===== config.mk =====
export PLATFORM = sky130hd
export DESIGN_NAME = stream_split_flat
export DESIGN_NICKNAME = d
export VERILOG_FILES = /design/src/rtl/stream_split_pkg.sv /design/src/rtl/stream_split_if.sv /design/src/rtl/stream_split_ctrl.sv /design/src/rtl/stream_split.sv /design/src/flat_wrapper.sv
export SDC_FILE = /design/constraint.sdc
export NUM_CORES = 1
export LEC_CHECK = 0
export CORE_ASPECT_RATIO = 0.8
export CORE_MARGIN = 5
export CORE_UTILIZATION = 35
export CTS_CLUSTER_DIAMETER = 200
export DETAILED_ROUTE_END_ITERATION = 12
export RECOVER_POWER = 25
export SLEW_MARGIN = 20
export SYNTH_ARGS = -nofsm -noshare
export SYNTH_HDL_FRONTEND = slang
export SYNTH_SLANG_ARGS = --single-unit

===== constraint.sdc =====
create_clock -name clk -period 2.6 [get_ports clk]
set_clock_uncertainty 0.2 [all_clocks]
set_input_delay 0.52 -clock clk [delete_from_list [all_inputs] [get_ports clk]]
set_output_delay 0.52 -clock clk [all_outputs]
set_load 0.01 [all_outputs]

===== src/rtl/stream_split_pkg.sv =====
// Shared constants and FSM encoding for the stream splitter.
package stream_split_pkg;

    localparam int NUM_LANES = 16;
    localparam int LANE_W    = 4;

    typedef enum logic [1:0] {
        ST_IDLE    = 2'd0,
        ST_WAIT    = 2'd1,
        ST_CAPTURE = 2'd2,
        ST_DONE    = 2'd3
    } state_t;

endpackage


===== src/rtl/stream_split_if.sv =====
// Configuration, stream input and per-lane outputs of the stream splitter.
interface stream_split_if
    import stream_split_pkg::*;
#(
    parameter int DATA_W  = 32,
    parameter int DELAY_W = 32
);
    logic              run;
    logic [DATA_W-1:0] in0;
    logic [DELAY_W-1:0] delay0;
    logic [LANE_W-1:0] lanes0;
    logic              done;
    logic [DATA_W-1:0] out0,  out1,  out2,  out3;
    logic [DATA_W-1:0] out4,  out5,  out6,  out7;
    logic [DATA_W-1:0] out8,  out9,  out10, out11;
    logic [DATA_W-1:0] out12, out13, out14, out15;

    modport master (
        output run, in0, delay0, lanes0,
        input  done,
        input  out0, out1, out2, out3, out4, out5, out6, out7,
        input  out8, out9, out10, out11, out12, out13, out14, out15
    );

    modport slave (
        input  run, in0, delay0, lanes0,
        output done,
        output out0, out1, out2, out3, out4, out5, out6, out7,
        output out8, out9, out10, out11, out12, out13, out14, out15
    );
endinterface


===== src/rtl/stream_split_ctrl.sv =====
// Sequencer: start-delay countdown, lane counter and done flag; emits one-hot
// lane write enables for the lane registers in the top.
module stream_split_ctrl
    import stream_split_pkg::*;
#(
    parameter int DELAY_W = 32
) (
    input  logic                 clk,
    input  logic                 rst,
    input  logic                 i_run,
    input  logic [DELAY_W-1:0]   i_delay0,
    input  logic [LANE_W-1:0]    i_lanes0,
    output logic [NUM_LANES-1:0] o_we,
    output logic                 o_done
);

    state_t              r_state,   w_state_nxt;
    logic [DELAY_W-1:0]  r_delay,   w_delay_nxt;
    logic [LANE_W-1:0]   r_counter, w_counter_nxt;
    logic [LANE_W-1:0]   r_nlanes,  w_nlanes_nxt;
    logic                r_done,    w_done_nxt;
    logic                w_capture;
    logic [LANE_W-1:0]   w_last;

    // Lane count 0 means 16, so the last index wraps naturally to 15.
    assign w_last = r_nlanes - LANE_W'(1);

    // NOTE: state registers use non-blocking assignments so every flop samples pre-edge values.
    always_ff @(posedge clk or negedge rst) begin
        if (!rst) begin
            r_state   <= ST_IDLE;
            r_delay   <= '0;
            r_counter <= '0;
            r_nlanes  <= '0;
            r_done    <= 1'b0;
        end else begin
            r_state   <= w_state_nxt;
            r_delay   <= w_delay_nxt;
            r_counter <= w_counter_nxt;
            r_nlanes  <= w_nlanes_nxt;
            r_done    <= w_done_nxt;
        end
    end

    // NOTE: every value written here gets a default first, so no latch is inferred.
    always_comb begin
        w_state_nxt   = r_state;
        w_delay_nxt   = r_delay;
        w_counter_nxt = r_counter;
        w_nlanes_nxt  = r_nlanes;
        w_done_nxt    = r_done;
        w_capture     = 1'b0;

        if (i_run) begin
            w_state_nxt   = ST_WAIT;
            w_delay_nxt   = i_delay0;
            w_counter_nxt = '0;
            w_nlanes_nxt  = i_lanes0;
            w_done_nxt    = 1'b0;
        end else begin
            case (r_state)
                ST_WAIT: begin
                    if (r_delay != '0) begin
                        w_delay_nxt = r_delay - DELAY_W'(1);
                    end else begin
                        w_capture = 1'b1;
                    end
                end
                ST_CAPTURE: w_capture = 1'b1;
                default: ;
            endcase

            if (w_capture) begin
                if (r_counter == w_last) begin
                    w_state_nxt = ST_DONE;
                    w_done_nxt  = 1'b1;
                end else begin
                    w_state_nxt   = ST_CAPTURE;
                    w_counter_nxt = r_counter + LANE_W'(1);
                end
            end
        end
    end

    assign o_we   = w_capture ? (NUM_LANES'(1) << r_counter) : '0;
    assign o_done = r_done;

endmodule


===== src/rtl/stream_split.sv =====
// Stream splitter: distributes consecutive in0 samples over up to 16 held lanes
// after a programmable start delay.
module stream_split
    import stream_split_pkg::*;
#(
    parameter int DATA_W  = 32,
    parameter int DELAY_W = 32
) (
    input  logic           clk,
    input  logic           rst,
    stream_split_if.slave  bus
);

    logic [NUM_LANES-1:0] w_we;
    logic                 w_done;
    logic [DATA_W-1:0]    r_lane [NUM_LANES];

    stream_split_ctrl #(
        .DELAY_W (DELAY_W)
    ) u_ctrl (
        .clk      (clk),
        .rst      (rst),
        .i_run    (bus.run),
        .i_delay0 (bus.delay0),
        .i_lanes0 (bus.lanes0),
        .o_we     (w_we),
        .o_done   (w_done)
    );

    // NOTE: lane registers carry a reset because the outputs must read zero after reset.
    always_ff @(posedge clk or negedge rst) begin
        if (!rst) begin
            for (int k = 0; k < NUM_LANES; k++) r_lane[k] <= '0;
        end else begin
            for (int k = 0; k < NUM_LANES; k++) begin
                if (w_we[k]) r_lane[k] <= bus.in0;
            end
        end
    end

    assign bus.done  = w_done;
    assign bus.out0  = r_lane[0];
    assign bus.out1  = r_lane[1];
    assign bus.out2  = r_lane[2];
    assign bus.out3  = r_lane[3];
    assign bus.out4  = r_lane[4];
    assign bus.out5  = r_lane[5];
    assign bus.out6  = r_lane[6];
    assign bus.out7  = r_lane[7];
    assign bus.out8  = r_lane[8];
    assign bus.out9  = r_lane[9];
    assign bus.out10 = r_lane[10];
    assign bus.out11 = r_lane[11];
    assign bus.out12 = r_lane[12];
    assign bus.out13 = r_lane[13];
    assign bus.out14 = r_lane[14];
    assign bus.out15 = r_lane[15];

endmodule


===== src/flat_wrapper.sv =====
// flat-port wrapper written by rule: the top's interface ports become plain ports
module stream_split_flat import stream_split_pkg::*;
#(
    parameter int DATA_W  = 32,
    parameter int DELAY_W = 32
)
  (clk, rst, bus_run, bus_in0, bus_delay0, bus_lanes0, bus_done, bus_out0, bus_out1, bus_out2, bus_out3, bus_out4, bus_out5, bus_out6, bus_out7, bus_out8, bus_out9, bus_out10, bus_out11, bus_out12, bus_out13, bus_out14, bus_out15);
  stream_split_if #(.DATA_W(DATA_W), .DELAY_W(DELAY_W)) bus_i ();
  input  logic clk;
  input  logic rst;
  input wire logic [$bits(bus_i.run)-1:0] bus_run;
  input wire logic [$bits(bus_i.in0)-1:0] bus_in0;
  input wire logic [$bits(bus_i.delay0)-1:0] bus_delay0;
  input wire logic [$bits(bus_i.lanes0)-1:0] bus_lanes0;
  output wire logic [$bits(bus_i.done)-1:0] bus_done;
  output wire logic [$bits(bus_i.out0)-1:0] bus_out0;
  output wire logic [$bits(bus_i.out1)-1:0] bus_out1;
  output wire logic [$bits(bus_i.out2)-1:0] bus_out2;
  output wire logic [$bits(bus_i.out3)-1:0] bus_out3;
  output wire logic [$bits(bus_i.out4)-1:0] bus_out4;
  output wire logic [$bits(bus_i.out5)-1:0] bus_out5;
  output wire logic [$bits(bus_i.out6)-1:0] bus_out6;
  output wire logic [$bits(bus_i.out7)-1:0] bus_out7;
  output wire logic [$bits(bus_i.out8)-1:0] bus_out8;
  output wire logic [$bits(bus_i.out9)-1:0] bus_out9;
  output wire logic [$bits(bus_i.out10)-1:0] bus_out10;
  output wire logic [$bits(bus_i.out11)-1:0] bus_out11;
  output wire logic [$bits(bus_i.out12)-1:0] bus_out12;
  output wire logic [$bits(bus_i.out13)-1:0] bus_out13;
  output wire logic [$bits(bus_i.out14)-1:0] bus_out14;
  output wire logic [$bits(bus_i.out15)-1:0] bus_out15;
  assign bus_i.run = bus_run;
  assign bus_i.in0 = bus_in0;
  assign bus_i.delay0 = bus_delay0;
  assign bus_i.lanes0 = bus_lanes0;
  assign bus_done = bus_i.done;
  assign bus_out0 = bus_i.out0;
  assign bus_out1 = bus_i.out1;
  assign bus_out2 = bus_i.out2;
  assign bus_out3 = bus_i.out3;
  assign bus_out4 = bus_i.out4;
  assign bus_out5 = bus_i.out5;
  assign bus_out6 = bus_i.out6;
  assign bus_out7 = bus_i.out7;
  assign bus_out8 = bus_i.out8;
  assign bus_out9 = bus_i.out9;
  assign bus_out10 = bus_i.out10;
  assign bus_out11 = bus_i.out11;
  assign bus_out12 = bus_i.out12;
  assign bus_out13 = bus_i.out13;
  assign bus_out14 = bus_i.out14;
  assign bus_out15 = bus_i.out15;
  stream_split #(.DATA_W(DATA_W), .DELAY_W(DELAY_W)) u_core (.clk(clk), .rst(rst), .bus(bus_i));
endmodule

==> results of run 1 <==
-- cells by family (layout without fill, tap and decap cells) --
kind of cell | count (synthesis) | after routing
fa+ha+maj | 10 | 10
mux | 516 | 516
compound gates | 76 | 76
buf+inv | 115 | 883
flops | 555 | 555
xor+xnor | 8 | 8
simple gates | 148 | 148
-- cell type report --
class | count | area, um2 | share of cell area [%]
Tap cell | 840 | 1050 | 3.14
Inverter | 13 | 48.8 | 0.146
Multi-Input combinational cell | 758 | 8310 | 24.8
Timing Repair Buffer | 769 | 8180 | 24.4
Clock buffer | 81 | 1660 | 4.96
Sequential cell | 555 | 13900 | 41.5
Clock inverter | 20 | 310 | 0.928
-- report_power, final --
group	total, mW	switching (mW)	internal [mW]
combinational	0.914	0.549	0.364
sequential	8.77	0.0559	8.72
clock	8.58	3.45	5.13
total	18.3	4.06	14.2
-- layout by cell type (no fill, tap or decap), drive strengths merged, types with 8 or more instances in the layout --
cell	n
nor3	12
o31ai	12
nand2	24
mux2	515
nor4	13
o21ai	14
or3	8
inv	15
nor2	35
dfrtp	555
clkdlybuf4s50	582
ha	10
clkbuf	95
or4	18
clkinv	8
buf	172
a31oi	25
-- worst paths after layout --
check	depth (start not counted)	from	end
worst min register to register	1	u_core.bus.out7[10]$_DFFE_PN0P_	u_core.bus.out7[10]$_DFFE_PN0P_
worst min-delay path	3	bus_delay0[29]	u_core.u_ctrl.r_delay[29]$_DFFE_PN0P_
worst max register to register	8	u_core.u_ctrl.r_delay[26]$_DFFE_PN0P_	u_core.bus.out0[5]$_DFFE_PN0P_
min in group asynchronous	2	rst	u_core.bus.out11[0]$_DFFE_PN0P_
max in group asynchronous	3	rst	u_core.bus.out6[18]$_DFFE_PN0P_
worst max-delay path	8	u_core.u_ctrl.r_delay[26]$_DFFE_PN0P_	u_core.bus.out0[5]$_DFFE_PN0P_
-- metal layers --
metal  wire length (um)  vias to the layer above  track usage [%]
li1                   -                     6587                -
met1              33900                     7934             28.3
met2              37300                      494             34.8
met3               6470                       95             7.35
met4               1590                        2             4.61
met5                 13                        -                0
-- per-stage QoR --
stage / power (mW) / std cells / setup slack, ns / hold WS, ns
finish: 18.3 / 3036 / -0.266 / 0.299
global route: 18.9 / 3036 / -0.350 / 0.284
CTS: 18.5 / 3019 / -0.232 / 0.260
detailed placement: 9.85 / 2887 / -0.273 / 0.275
global placement: 9.84 / 2887 / -0.258 / 0.269
floorplan: 9.19 / 1428 / -0.165 / 0.0244
-- worst max-delay path: stages (launching register included) --
cell	delay (ns)
dfrtp_1	0.37
or4_4	0.56
nor4_4	0.26
a31oi_4	0.15
buf_12	0.19
nor4_4	0.29
buf_6	0.19
buf_12	0.17
mux2_2	0.35
-- what timing repair did --
action	in CTS	in global routing
hold buffers	1	0
endpoints found under the hold margin	42	0
setup buffers	18	5
pin swaps	7	4
gates cloned	12	12
resized for setup	49	79
endpoints found under the setup margin	520	546
==> summary.txt, run 1 <==
Flow run
  • Max cap viols: 1

Logic synthesis
  • Syn. warnings: 0
  • Synth Instances: 1,428
  • Ranking of synthesized cells by area: dfrtp_1 (63%), mux2_2 (25%), mux2_1 (1.3%)
  • Compound-Gate Fraction of Synth Area: 2.41%
  • Count leader, synth: dfrtp_1
  • Post-synth net total: 1,509
  • Largest family of logic cells by synthesized area: multiplexers
  • Number of synthesized flops with an enable pin: 0
  • Top-area cell type share of the netlist area: 63.1%
  • Register area share after synthesis: 63.1%
  • Xor and xnor area share after synthesis: less than 1%
  • Mapped Area: 0.0220 mm2
  • Synth cell types: 57
  • Synthesis-stage register bit count: roughly 560
  • Ys async rst share: 100%
  • Synth top cells by count: dfrtp_1 (555), mux2_2 (489), clkbuf_1 (48), nor2_1 (35), buf_2 (31)
  • Mux cell area share after synthesis: a little over a quarter
  • Area leader, netlist: dfrtp_1
  • Syn_area_per_cell: between 15 and 20 um2
  • Adder-cell share of the synthesized area: 0.569%
  • Post-Synth Simple-Gate Area: under 10%
  • Primary FF master, synth: dfrtp_1

GRT
  • Largest net degree at the start of global routing: 60
  • Number of global-route vias before repair: approximately 16,000
  • Global route total overflow: 0
  • First-pass GRT wire length: about 110,000 um
  • Total GRT Usage: approximately 21%
  • Initial antenna violation count: 3

Worst setup path
  • Crit path max fanout: 13
  • Flop2flop setup slack: -0.27 ns
  • Crit Path Category: reg2reg
  • Worst path required time: 2.87 ns
  • Worst path arrival time: around 3.1 ns
  • Crit end category: register
  • Worst setup SP type: register

Min path
  • Worst hold path type: in2reg

Timing
  • Max Freq: roughly 350 MHz
  • RSZ-0062 raised after global routing: true
  • Max Slew Vio Count: 55
  • Actual slew at the worst max-slew pin: around 1.9 ns
  • Setup violators final: ~540
  • Relative slew slack: -25.4%
  • Final min period: about 2.9 ns
  • Final Hold Vio Count: 0
  • Setup TNS Final: -76.56 ns
  • Setup WS post-layout: -0.266 ns
  • Part of the cycle the worst path needs: 110%

Drt
  • Pre-antenna DRT Iters: 4
  • Antenna Nets Post-Route: 0
  • Final WL: about 79,000 um
  • Drt wl/cell: between 20 and 30 um
  • First DRT Iteration DRCs: between 700 and 800
  • Vias per inst: 4.98
  • # DRC: 0
  • Vias: between 15,000 and 20,000

Power
  • Power Dens Cells: approximately 550 mW/mm2
  • Lkg Pwr: 15.5 nW
  • Maximum vdd drop: 0.558 mV

Place
  • DP HPWL: just over 50,000 um
  • Number of port buffers: approximately 580
  • DP Area: approximately 0.03 mm2
  • Placer's final routability congestion estimate: approximately 0.80

Floorplan
  • Cell Rows: about 80
  • Core footprint: about 0.062 mm2
  • Die ar.: 0.0680 mm2
  • Die Ht: roughly 230 um
  • Number of I/O pins: slightly below 600
  • Die Width: ~290 um
  • Initial Utilization: 35.2%

Clock network
  • H-tree depth: 2
  • CTS tree: yes
  • CTS Buf Count: 57
  • Clock Sinks: approximately 560
  • Max Root-Sink Buffers: 3
  • Worst-Skew Late Latency: 0.58 ns
  • Reg clk slew, reported paths: around 0.060 ns
  • Root buffer cell: clkbuf_16

Finish
  • Final core utilization: between 50% and 60%
  • Syn-to-layout area delta: 52.0%
  • Diode count: 0
  • Layout cell share with drive strength beyond 1: between 30% and 40%
  • Design area: approximately 0.033 mm2
  • Fill cells: 5,074
  • Layout Nets: between 2,000 and 2,500

Status
  • Violated checks: capacitance limit, slew limit, setup timing
  • Status: finished with violations
Power figures use the tool's default switching activity.
==> run 2, diff against run 1 <==
--- a/config.mk
+++ b/config.mk
@@ -5,6 +5,7 @@
 export SDC_FILE = /design/constraint.sdc
 export NUM_CORES = 1
 export LEC_CHECK = 0
+export ABC_AREA = 1
 export CORE_ASPECT_RATIO = 0.8
 export CORE_MARGIN = 5
 export CORE_UTILIZATION = 35
==> summary.txt, run 2 <==
Status
  • Status: completed (was finished with violations)

Logic synthesis
  • Mapped Area: 0.0246 mm2 (was 0.0220 mm2)
  • Post-synth net total: 2,869 (was 1,509)
  • Synth top cells by count: nand2_1 (1,154), dfrtp_1 (555), nand4_1 (526), clkbuf_1 (168), nor2_1 (87) (was dfrtp_1 (555), mux2_2 (489), clkbuf_1 (48), nor2_1 (35), buf_2 (31))
  • Synth Instances: 2,788 (was 1,428)
  • Ranking of synthesized cells by area: dfrtp_1 (57%), nand2_1 (18%), nand4_1 (13%) (was dfrtp_1 (63%), mux2_2 (25%), mux2_1 (1.3%))
  • Primary FF master, synth: dfrtp_1 (unchanged)
  • Register area share after synthesis: 56.5% (was 63.1%)
  • Syn. warnings: 0 (unchanged)
  • Count leader, synth: nand2_1 (was dfrtp_1)
  • Ys async rst share: 100% (unchanged)
  • Synthesis-stage register bit count: 555 (unchanged)
  • Synth cell types: 29 (was 57)
  • Syn_area_per_cell: 8.81 um2 (was 15.4 um2)
  • Top-area cell type share of the netlist area: 56.5% (was 63.1%)
  • Area leader, netlist: dfrtp_1 (unchanged)
  • Number of synthesized flops with an enable pin: 0 (unchanged)

Drt
  • Antenna Nets Post-Route: 0 (unchanged)
  • Pre-antenna DRT Iters: 5 (was 4)
  • First DRT Iteration DRCs: 2,516 (was 788)
  • # DRC: 0 (unchanged)
  • Vias: 23,053 (was 15,112)
  • Vias per inst: 5.42 (was 4.98)
  • Final WL: 105,000 um (was 79,300 um)
  • Drt wl/cell: 24.8 um (was 26.1 um)

Worst setup path
  • Crit path max fanout: 32 (was 13)
  • Critical Path Max Stage Delay: 0.41 ns (was 0.56 ns)
  • Flop2flop setup slack: 0.16 ns (was -0.27 ns)
  • Critical path's most frequent cell: nand2_1
  • Worst path arrival time: 2.73 ns (was 3.14 ns)
  • Crit end category: register (unchanged)
  • Worst path slowest cell: dfrtp_1 (was or4_4)
  • CP Cell Sequence: inv_1, ha_1, nand2_2, nor2_4, nand2_1, nor2_2, nand2_1, nand2_2, buf_12, nand4_1, buf_12, nand2_1, nand2_1 (was or4_4, nor4_4, a31oi_4, buf_12, nor4_4, buf_6, buf_12, mux2_2)
  • Worst path required time: 2.89 ns (was 2.87 ns)
  • Crit Path Category: reg2reg (unchanged)
  • Worst setup SP type: register (unchanged)

Finish
  • Fill cells: 6,515 (was 5,074)
  • Layout Nets: 3,367 (was 2,235)
  • Syn-to-layout area delta: 36.4% (was 52.0%)
  • Most frequent cells in the layout: nand2_1 (1,154), clkdlybuf4s50_1 (566), dfrtp_1 (555), nand4_1 (526), buf_4 (78) (was clkdlybuf4s50_1 (582), dfrtp_1 (555), mux2_2 (340), mux2_4 (173), buf_4 (103))
  • Layout Cells excl Fill: 4,254 (was 3,036)
  • Design area: 0.0335 mm2 (was 0.0334 mm2)
  • Layout cell share with drive strength beyond 1: 8.15% (was 37.4%)
  • Commonest non-fill, non-tap cell in the layout: nand2_1 (was clkdlybuf4s50_1)

GRT
  • First-pass GRT wire length: 153,000 um (was 110,000 um)
  • Number of global-route vias before repair: 22,106 (was 15,700)
  • Global route total overflow: 0 (unchanged)
  • Total GRT Usage: 26.6% (was 21.5%)
  • Largest net degree at the start of global routing: 67 (was 60)
  • Initial antenna violation count: 6 (was 3)

Clock network
  • Worst-Skew Late Latency: 0.59 ns (was 0.58 ns)
  • Clock Sinks: 555 (unchanged)
  • Root buffer cell: clkbuf_16 (unchanged)
  • H-tree depth: 2 (unchanged)
  • Reg clk slew, reported paths: 0.07 ns (was 0.06 ns)
  • Max Root-Sink Buffers: 3 (unchanged)
  • CTS Buf Count: 57 (unchanged)
  • CTS tree: yes (unchanged)

Timing
  • Final min period: 2.44 ns (was 2.87 ns)
  • Final Hold Vio Count: 0 (unchanged)
  • Max Freq: 409 MHz (was 349 MHz)
  • Max Slew Vio Count: 0 (was 55)
  • Setup violators final: 0 (was 543)
  • Part of the cycle the worst path needs: 94.0% (was 110%)
  • Actual slew at the worst max-slew pin: 1.24 ns (was 1.88 ns)
  • Relative slew slack: 17.6% (was -25.4%)

Floorplan
  • Core footprint: 0.0692 mm2 (was 0.0625 mm2)
  • Cell Rows: 86 (was 82)
  • Die Ht: 247 um (was 234 um)
  • Number of I/O pins: 584 (unchanged)
  • Initial Utilization: 35.5% (was 35.2%)
  • Die ar.: 0.0756 mm2 (was 0.0680 mm2)
  • Die Width: 306 um (was 290 um)

Power
  • Power Dens Cells: 540 mW/mm2 (was 546 mW/mm2)
  • Lkg Pwr: 16.6 nW (was 15.5 nW)
  • Maximum vdd drop: 0.359 mV (was 0.558 mV)
  • Tot Pwr: 18.1 mW (was 18.3 mW)

Place
  • Placer's final routability congestion estimate: 0.839 (was 0.801)
  • Number of port buffers: 583 (unchanged)
  • DP HPWL: 67,500 um (was 52,000 um)
  • DP Area: 0.0317 mm2 (was 0.0303 mm2)
  • Placed cell count: 4,146 (was 2,887)

Min path
  • Worst hold path type: in2reg (unchanged)

Flow run
  • Max cap viols: 0 (was 1)
[run 2: cells by family after synthesis]
group,synth area share (%)
and+or+nand+nor,34.0
adders and majority gates,0.509
buffers and inverters,6.89
xor gates and xnor gates,0.891
DFF,56.5
AOI/OAI and AO/OA,1.21
[run 2: path summary, 6_finish.rpt]
kind                                                           start                                     to  depth (start not counted)
worst min register to register      u_core.bus.out15[30]$_DFFE_PN0P_       u_core.bus.out15[30]$_DFFE_PN0P_                          2
worst min-delay path                                     bus_in0[10]       u_core.bus.out12[10]$_DFFE_PN0P_                          4
min in group asynchronous                                        rst        u_core.bus.out4[29]$_DFFE_PN0P_                          2
max in group asynchronous                                        rst  u_core.u_ctrl.r_delay[20]$_DFFE_PN0P_                          3
worst max-delay path            u_core.u_ctrl.r_delay[0]$_DFFE_PN0P_        u_core.bus.out3[23]$_DFFE_PN0P_                         13
worst max register to register  u_core.u_ctrl.r_delay[0]$_DFFE_PN0P_        u_core.bus.out3[23]$_DFFE_PN0P_                         13
[run 2: metrics by stage]
stage          utilization (%)  setup slack (ns)  hold WS, ns  setup TNS [ns]
5_1_grt                   48.4          -0.00299        0.182        -0.00432
6_report                  48.4             0.155        0.203               0
4_1_cts                   48.5             0.138        0.166               0
3_5_place_dp              45.9             0.150        0.265               0
3_3_place_gp              45.9             0.162        0.262               0
2_1_floorplan                -             0.337       0.0244               0
[run 2: cell type report]
class	instances	area, um2	share of cell area, %
diodes	3	7.51	0.0224
multi-input cells	1902	9060	27.0
well taps	924	1160	3.45
clock buffers	85	1650	4.93
flip-flops and latches	555	13900	41.4
inverters	41	161	0.482
repair buffers	729	7420	22.1
clock inverters	15	174	0.519
[run 2: layer usage]
metal	routed length (um)	track usage [%]	share of wire, %	vias to the layer above
met5	0	0	0	-
met4	3860	8.50	3.7	0
met3	10500	6.80	10	195
met2	47800	41.0	45	1160
met1	43200	36.9	41	11339
li1	-	-	-	10359
[run 2: power by group]
part | leakage (nW) | internal [mW] | switching (mW)
sequential | 7.68 | 8.69 | 0.0690
combinational | 7.98 | 0.267 | 0.840
clock | 0.901 | 4.67 | 3.57
total | 16.6 | 13.6 | 4.48
[run 2: worst max-delay path: cells and delay by family (launching register included)]
kind                     cells  cell delay (ns)
adder cells (fa/ha/maj)      1             0.20
flip-flops                   1             0.41
buffers and inverters        3             0.52
AND/OR/NAND/NOR              9             0.96
[run 2: repair_timing]
| item | 4_1_cts | 5_1_grt |
|---|---|---|
| setup endpoints to repair | 0 | 381 |
| gates resized for setup | 0 | 4 |
| setup buffers | 0 | 2 |
| hold buffers | 1 | 0 |
| endpoints found under the hold margin | 36 | 0 |
